### src/rtl/ig_scan_ctrl.sv
// ig_scan_ctrl: raster scan of a 256x256 8-bit image producing forward-difference
// gradients {gx,gy} for every pixel that has a right and a lower neighbour.
// Optional feature: define IG_STALL_EN to make the gradient write wait for grad_ready.
// LAST_IDX is the last row/column scanned (254 for the full image); addresses always
// use the 256-wide row pitch, so smaller values simply scan a top-left sub-window.
module ig_scan_ctrl #(
    parameter logic [7:0] LAST_IDX = 8'd254
) (
    input  logic        clk,
    input  logic        reset,
    input  logic        start,
    output logic        busy,
    output logic        done,
    output logic        img_rd,
    output logic        img_wr,
    output logic [15:0] img_addr,
    output logic [7:0]  img_do,
    input  logic [7:0]  img_di,
    output logic        grad_wr,
    output logic        grad_rd,
    output logic [15:0] grad_addr,
    output logic [19:0] grad_do,
    input  logic [19:0] grad_di,
    input  logic        grad_ready
);

    typedef enum logic [2:0] {
        IDLE, LOAD_A, LOAD_R, LOAD_D, WRITE, DONE
    } state_t;

    state_t     state_q, state_d;
    logic [7:0] r_q, r_d, c_q, c_d;
    logic [7:0] a_q, a_d, rr_q, rr_d, d_q, d_d;
    logic       wr_fire;
    logic [9:0] gx, gy;
    logic       unused_ok;

    // Gradient memory handshake: with stalls enabled the write retires only when accepted.
`ifdef IG_STALL_EN
    assign wr_fire   = grad_ready;
    assign unused_ok = ^grad_di;
`else
    assign wr_fire   = 1'b1;
    assign unused_ok = ^{grad_di, grad_ready};
`endif

    // The controller never writes the image or reads back gradients.
    assign img_wr  = 1'b0;
    assign img_do  = 8'h00;
    assign grad_rd = 1'b0;

    // Zero-extended operands so 255-0 and 0-255 both fit in 10-bit two's complement.
    assign gx = {2'b00, rr_q} - {2'b00, a_q};
    assign gy = {2'b00, d_q}  - {2'b00, a_q};

    assign busy = (state_q == LOAD_A) || (state_q == LOAD_R) ||
                  (state_q == LOAD_D) || (state_q == WRITE);
    assign done = (state_q == DONE);

    // State, scan position and captured pixel registers.
    always_ff @(posedge clk or posedge reset) begin
        if (reset) begin
            state_q <= IDLE;
            r_q     <= 8'd0;
            c_q     <= 8'd0;
            a_q     <= 8'd0;
            rr_q    <= 8'd0;
            d_q     <= 8'd0;
        end else begin
            state_q <= state_d;
            r_q     <= r_d;
            c_q     <= c_d;
            a_q     <= a_d;
            rr_q    <= rr_d;
            d_q     <= d_d;
        end
    end

    // Next-state and memory strobes decoded straight from the current state.
    always_comb begin
        state_d   = state_q;
        r_d       = r_q;
        c_d       = c_q;
        a_d       = a_q;
        rr_d      = rr_q;
        d_d       = d_q;
        img_rd    = 1'b0;
        img_addr  = 16'h0000;
        grad_wr   = 1'b0;
        grad_addr = 16'h0000;
        grad_do   = 20'h00000;
        case (state_q)
            IDLE, DONE: begin
                if (start) begin
                    state_d = LOAD_A;
                    r_d     = 8'd0;
                    c_d     = 8'd0;
                end
            end
            LOAD_A: begin
                img_rd   = 1'b1;
                img_addr = {r_q, c_q};
                a_d      = img_di;
                state_d  = LOAD_R;
            end
            LOAD_R: begin
                img_rd   = 1'b1;
                img_addr = {r_q, c_q + 8'd1};
                rr_d     = img_di;
                state_d  = LOAD_D;
            end
            LOAD_D: begin
                img_rd   = 1'b1;
                img_addr = {r_q + 8'd1, c_q};
                d_d      = img_di;
                state_d  = WRITE;
            end
            WRITE: begin
                grad_wr   = 1'b1;
                grad_addr = {r_q, c_q};
                grad_do   = {gx, gy};
                if (wr_fire) begin
                    if (c_q != LAST_IDX) begin
                        // Slide right: this pixel's right neighbour is the next pixel's A.
                        a_d     = rr_q;
                        c_d     = c_q + 8'd1;
                        state_d = LOAD_R;
                    end else if (r_q != LAST_IDX) begin
                        c_d     = 8'd0;
                        r_d     = r_q + 8'd1;
                        state_d = LOAD_A;
                    end else begin
                        state_d = DONE;
                    end
                end
            end
            default: state_d = IDLE;
        endcase
    end

endmodule

### config.mk
export PLATFORM = sky130hd
export DESIGN_NAME = ig_scan_ctrl
export DESIGN_NICKNAME = d
export VERILOG_FILES = /design/src/rtl/ig_scan_ctrl.sv
export SDC_FILE = /design/constraint.sdc
export NUM_CORES = 1
export LEC_CHECK = 0
export CAP_MARGIN = 20
export CORE_MARGIN = 2
export CORE_UTILIZATION = 30
export DETAILED_ROUTE_END_ITERATION = 8
export PLACE_DENSITY_LB_ADDON = 0.1
export SYNTH_ARGS = -nofsm -noshare
export SYNTH_HDL_FRONTEND = slang
export SYNTH_SLANG_ARGS = --single-unit
### constraint.sdc
create_clock -name clk -period 5.5 [get_ports clk]
set_input_delay 0.825 -clock clk [delete_from_list [all_inputs] [get_ports clk]]
set_output_delay 0.825 -clock clk [all_outputs]
set_load 0.01 [all_outputs]
==> results of run 1 <==
-- final cells by class --
cell class	instances	area (sq um)
Timing Repair Buffer	67	668
Clock inverter	2	16.3
Inverter	23	93.8
Multi-Input combinational cell	332	2190
Fill cell	1206	7150
Sequential cell	43	1080
Clock buffer	6	139
Tap cell	143	179
-- metrics by stage --
| step | cells | total power, mW | instance area [sq um] |
|---|---|---|---|
| 6_report | 616 | 2.35 | 4370 |
| 3_5_place_dp | 608 | 2.06 | 4210 |
| 5_1_grt | 616 | 2.59 | 4370 |
| 4_1_cts | 616 | 2.39 | 4370 |
| 2_1_floorplan | 434 | 1.69 | 3610 |
| 3_3_place_gp | 608 | 2.05 | 4210 |
-- power groups by stage --
stage          logic [mW]  registers [mW]  clock network, mW
3_5_place_dp         1.40           0.662                  0
5_1_grt              1.57           0.689              0.338
4_1_cts              1.41           0.657              0.321
6_report             1.39           0.653              0.311
2_1_floorplan        1.15           0.532                  0
3_3_place_gp         1.39           0.659                  0
-- worst max-delay path, stage by stage, from the launching register on --
cell             delay, ns
dfrtp_1               1.04
nand2b_4              0.08
nor2_1                0.75
a21oi_1               0.16
o22ai_1               0.18
clkdlybuf4s50_1       0.56
-- Yosys cell counts (5+ instances only) --
master,number
a21oi_1,12
a31oi_1,12
and2_1,13
and3_1,7
buf_2,8
buf_4,13
buf_6,6
clkbuf_1,7
dfrtp_1,43
ha_1,22
inv_1,21
mux2_2,9
mux2i_1,10
nand2_1,48
nand3_1,10
nand4_1,5
nor2_1,41
nor2b_1,6
nor3_1,7
o211ai_1,5
o21a_1,10
o21ai_0,30
o31ai_1,9
xnor2_1,5
-- metal layers --
metal	vias to the layer above	GRT usage, %	wire, microns
met5	-	0	0
met2	63	24.4	4500
met1	1495	21.5	4590
li1	1569	-	-
met3	6	2.79	303
met4	0	2.36	72
-- worst min path at each step --
stage,from,end,slack (ns),cells past startpoint
2_1_floorplan,a_q[2]$_DFFE_PP0P_,a_q[2]$_DFFE_PP0P_,0.45,2
3_3_place_gp,a_q[4]$_DFFE_PP0P_,a_q[4]$_DFFE_PP0P_,0.47,2
3_5_place_dp,a_q[4]$_DFFE_PP0P_,a_q[4]$_DFFE_PP0P_,0.47,2
4_1_cts,a_q[4]$_DFFE_PP0P_,a_q[4]$_DFFE_PP0P_,0.48,2
5_1_grt,a_q[7]$_DFFE_PP0P_,a_q[7]$_DFFE_PP0P_,0.52,2
6_report,a_q[4]$_DFFE_PP0P_,a_q[4]$_DFFE_PP0P_,0.48,2
-- kinds of logic (layout without fill, tap and decap cells) --
family / after synthesis / after routing / synth area share [%]
DFF: 43 / 43 / 30.1
and+or+nand+nor: 162 / 162 / 23.6
AOI/OAI and AO/OA: 107 / 107 / 19.7
buffers and inverters: 59 / 98 / 9.58
other: 1 / 10 / 0.105
xor gates and xnor gates: 9 / 9 / 2.20
muxes: 19 / 19 / 5.63
adders and majority gates: 25 / 25 / 9.09
-- cells in the final DEF (no fill, tap or decap), types with 12 or more instances in the layout --
master,netlist,routed
ha_1,22,22
clkdlybuf4s50_1,0,66
o21ai_0,30,30
inv_1,21,21
nand2_1,48,48
a21oi_1,12,12
a31oi_1,12,12
nor2_1,41,41
and2_1,13,13
dfrtp_1,43,43
-- sequential cells by signal, summed over array words and instances, names as in the netlist --
name     flops
r_q          8
c_q          8
d_q          8
rr_q         8
a_q          8
state_q      3
==> results.py, run 1 <==
metrics = {
    "layout": {
        "antenna_cells": 0,
        "drive_above_1_share_pct": 7.61,
        "final_util_pct": 37.9,
        "syn2layout_area_growth_pct": 22.0,
        "nNetsFinal": 528,
    },
    "synthesis": {
        "synthCells": 425,
        "synthTopCellsByArea": "dfrtp_1 30%, ha_1 7.7%, nand2_1 5.0%",
        "synth_cell_types": 63,
        "seq_area_frac_synth_pct": 30.1,
        "netlist.area_leader.share_pct": 30.1,
        "synth_edf_count": 0,
        "ys.flop_type": "dfrtp_1",
        "ys_seq_elements": 43,
        "postSynthAreaPerCell_sq_um": 8.42,
        "ys_warn_count": 0,
        "synth_top_area_cell": "dfrtp_1",
        "async_flop_share_pct": 100,
        "synthesis.area_sq_um": 3580,
    },
    "cts": {
        "cts_tree": "yes",
        "cts.htree.levels": 2,
        "hold_buffers": 0,
        "clock_latency_ns": 0.28,
        "cts_resized": 0,
        "numCtsBuffers": 5,
        "clk_pin_slew_ns": 0.06,
        "clockBufferDepth": 2,
        "cts.sinks": 43,
        "cts_setup_buffers": 0,
        "clock-root-buffer": "clkbuf_16",
    },
    "route": {
        "ant_nets": 0,
        "wirelength_microns": 9460,
        "drt_first_iter_violations": 173,
        "detail_route.vias_per_cell": 5.09,
        "routedWlPerCell_microns": 15.4,
        "num_vias": 3133,
        "drc": 3,
        "dr.pass1.iters": 6,
    },
    "setup_path": {
        "crit_start": "state_q[1]$_DFFE_PP0P_",
        "cp-end-kind": "output pin",
        "start_kind": "register",
        "worstPathRequired_ns": 4.68,
        "rrSetupSlack_ns": 3.03,
        "r2r-start": "state_q[0]$_DFFE_PP0P_",
        "arrival_ns": 3.05,
        "reg2reg_to": "c_q[2]$_DFFE_PP0P_",
        "worst-setup-path-type": "register to output pin",
        "endpoint": "img_addr[5]",
        "r2r.worst_path.cells": 6,
        "critPathMaxFanout": 30,
    },
    "power_and_ir_drop": {
        "p_switching_mw": 1.07,
        "internal_power_mw": 1.28,
        "power_frac_clock_pct": 13.2,
        "p_sw_share_pct": 45.6,
        "seqPwrFrac_pct": 27.7,
        "comb_power_share_pct": 59.0,
        "ir_drop_uv": 177,
        "p_leak_nw": 1.81,
        "power_density_nw_per_um2": 539,
    },
    "global_routing": {
        "grt_pass1_vias": 3037,
        "gr-usage-all-layers_pct": 15.1,
        "grt_overflow": 0,
        "antenna_found_initial": 0,
        "grt_max_degree": 44,
        "grt_pass1_wl_microns": 15700,
    },
    "die": {
        "dieArea_sq_um": 12800,
        "core_sq_um": 11500,
        "placementRows": 39,
        "boundaryPins": 98,
        "start_util_pct": 31.1,
        "die_w_microns": 113,
        "die_y_microns": 113,
    },
    "sta": {
        "period_minus_slack_ns": 3.88,
        "fin_skew_ns": 0.00415,
        "slew_violations": 0,
        "hold_viol_final": 0,
        "tightestPinTransition_ns": 1.05,
        "timing.final.crit_share_pct": 70.5,
        "whs_ns": 0.481,
        "fin_ws_ns": 1.62,
        "max_freq_mhz": 258,
        "setup_tns_ns": 0,
        "max_slew_margin_pct": 30.2,
        "setup_violations": 0,
        "rsz0062_at_grt": "no",
    },
    "placement": {
        "post-place-ws_ns": 1.89,
        "dp_hpwl_microns": 6690,
        "gp_congestion": 0.832,
        "port_buffers": 66,
    },
    "run_status": {
        "failed_checks": "DRC",
        "status": "finished, violations left",
    },
    "flow_run": {
        "cap_viol_max_count": 0,
    },
    "min_path": {
        "hp-class": "register to register",
    },
}
Power figures use the tool's default switching activity.
==> run 2: changes to the inputs <==
==> constraint.sdc (replaced) <==
create_clock -name clk -period 3.89 [get_ports clk]
set_input_delay 0.5835 -clock clk [delete_from_list [all_inputs] [get_ports clk]]
set_output_delay 0.5835 -clock clk [all_outputs]
set_load 0.01 [all_outputs]
==> results.py, run 2 (synthesis gave the netlist of run 1 again) <==
metrics = {
    "cts": {
        "cts.sinks": 43,
        "clockBufferDepth": 2,
        "numCtsBuffers": 5,
        "hold_buffers": 0,
        "cts_setup_buffers": 0,
        "cts_tree": "yes",
        "cts_resized": 0,
        "clk_pin_slew_ns": 0.06,
        "cts.htree.levels": 2,
        "clock_latency_ns": 0.28,
        "clock-root-buffer": "clkbuf_16",
    },
    "power_and_ir_drop": {
        "p_total_mw": 3.40,
        "power_density_nw_per_um2": 772,
        "p_leak_nw": 1.83,
        "ir_drop_uv": 235,
    },
    "sta": {
        "rsz0062_at_grt": "no",
        "hold_viol_final": 0,
        "setup_violations": 0,
        "max_freq_mhz": 285,
        "tightestPinTransition_ns": 0.862,
        "period_minus_slack_ns": 3.51,
        "slew_violations": 0,
        "setup_tns_ns": 0,
        "timing.final.crit_share_pct": 90.3,
        "max_slew_margin_pct": 42.5,
        "fin_skew_ns": 0.00380,
    },
    "setup_path": {
        "cp_slowest_cell": "clkdlybuf4s50_1",
        "critPathMaxFanout": 3,
        "crit_start": "rr_q[0]$_DFFE_PP0P_",
        "slowest_delay_ns": 0.59,
        "cp-end-kind": "output pin",
        "start_kind": "register",
        "critPathBufInv": 3,
        "critPathTopFamily": "compound AO/OA/AOI/OAI gates",
        "worst-setup-path-type": "register to output pin",
        "r2r-start": "state_q[1]$_DFFE_PP0P_",
        "arrival_ns": 2.93,
        "cp_cell_sequence": "inv_1, ha_1, inv_1, fa_1, a21o_1, a21oi_1, o211ai_1, a211oi_1, clkdlybuf4s50_1",
        "cp_common_cell": "inv_1",
        "worstPathRequired_ns": 3.31,
    },
    "route": {
        "ant_nets": 0,
        "detail_route.vias_per_cell": 5.07,
        "drc": 3,
        "routedWlPerCell_microns": 15.3,
        "wirelength_microns": 9460,
        "dr.pass1.iters": 6,
        "num_vias": 3136,
        "drt_first_iter_violations": 134,
    },
    "placement": {
        "placed_area_sq_um": 4240,
        "dp.cells": 612,
        "port_buffers": 66,
        "gp_congestion": 0.807,
        "dp_hpwl_microns": 6800,
    },
    "global_routing": {
        "grt_pass1_wl_microns": 15600,
        "gr-usage-all-layers_pct": 15.0,
        "grt_overflow": 0,
        "antenna_found_initial": 0,
        "grt_pass1_vias": 3070,
        "grt_max_degree": 33,
    },
    "layout": {
        "final_util_pct": 38.2,
        "syn2layout_area_growth_pct": 23.0,
        "final_cell_count_no_fill": 619,
        "drive_above_1_share_pct": 8.19,
        "nNetsFinal": 532,
        "antenna_cells": 0,
        "layout_common_cells": "66 x clkdlybuf4s50_1, 48 x nand2_1, 43 x dfrtp_1, 41 x nor2_1, 30 x o21ai_0",
        "layout_commonest_cell": "clkdlybuf4s50_1",
        "final_cell_area_sq_um": 4400,
    },
    "run_status": {
        "status": "finished, violations left",
        "failed_checks": "DRC",
    },
    "die": {
        "start_util_pct": 31.1,
        "boundaryPins": 98,
        "die_y_microns": 113,
        "die_w_microns": 113,
        "placementRows": 39,
        "dieArea_sq_um": 12800,
        "core_sq_um": 11500,
    },
    "min_path": {
        "hp-class": "register to register",
        "min-delay-start": "a_q[5]$_DFFE_PP0P_",
    },
    "flow_run": {
        "cap_viol_max_count": 0,
    },
}
## run 2: worst paths after layout
check                                 endpoint  slack (ns)  depth (start not counted)
setup / recovery                   grad_do[18]        0.38                          9
hold / removal              a_q[5]$_DFFE_PP0P_        0.49                          2
setup reg to reg            c_q[2]$_DFFE_PP0P_        1.67                          7
hold reg to reg             a_q[5]$_DFFE_PP0P_        0.49                          2
max in group asynchronous  rr_q[5]$_DFFE_PP0P_        2.27                          3
min in group asynchronous   c_q[6]$_DFFE_PP0P_        0.78                          2
## run 2: layout make-up
class | count | area [sq um]
tap | 143 | 179
clock buffer | 5 | 125
sequential | 43 | 1080
clock inverter | 2 | 37.5
multi-input combinational | 332 | 2190
inverter | 23 | 93.8
fill | 1201 | 7110
timing repair buffer | 71 | 698
## run 2: power by group
group | switching (mW) | total (mW) | internal (mW)
clock | 0.177 | 0.476 | 0.299
combinational | 1.13 | 2.08 | 0.954
sequential | 0.213 | 0.839 | 0.625
## run 2: through the flow
step / hold slack (ns) / setup slack (ns)
finish: 0.486 / 0.375
global route: 0.510 / 0.217
CTS: 0.488 / 0.336
detailed placement: 0.474 / 0.660
global placement: 0.467 / 0.688
floorplan: 0.449 / 1.16
## run 2: worst register-to-register path, cell delays in order (launching register included)
cell and delay, ns:
dfrtp_1 0.46, buf_4 0.26, nor2b_4 0.19, nand2_4 0.27, inv_8 0.29, o21ai_1 0.24, or2_1 0.27, a31oi_1 0.16
## run 2: metal layers
metal  track usage (%)  up-vias  part of all wire, %
met1              21.3     1493                   49
met5                 0        -                    0
li1                  -     1575                    -
met2              23.4       62                   46
met3              2.68        6                  4.0
met4              4.15        0                  1.0
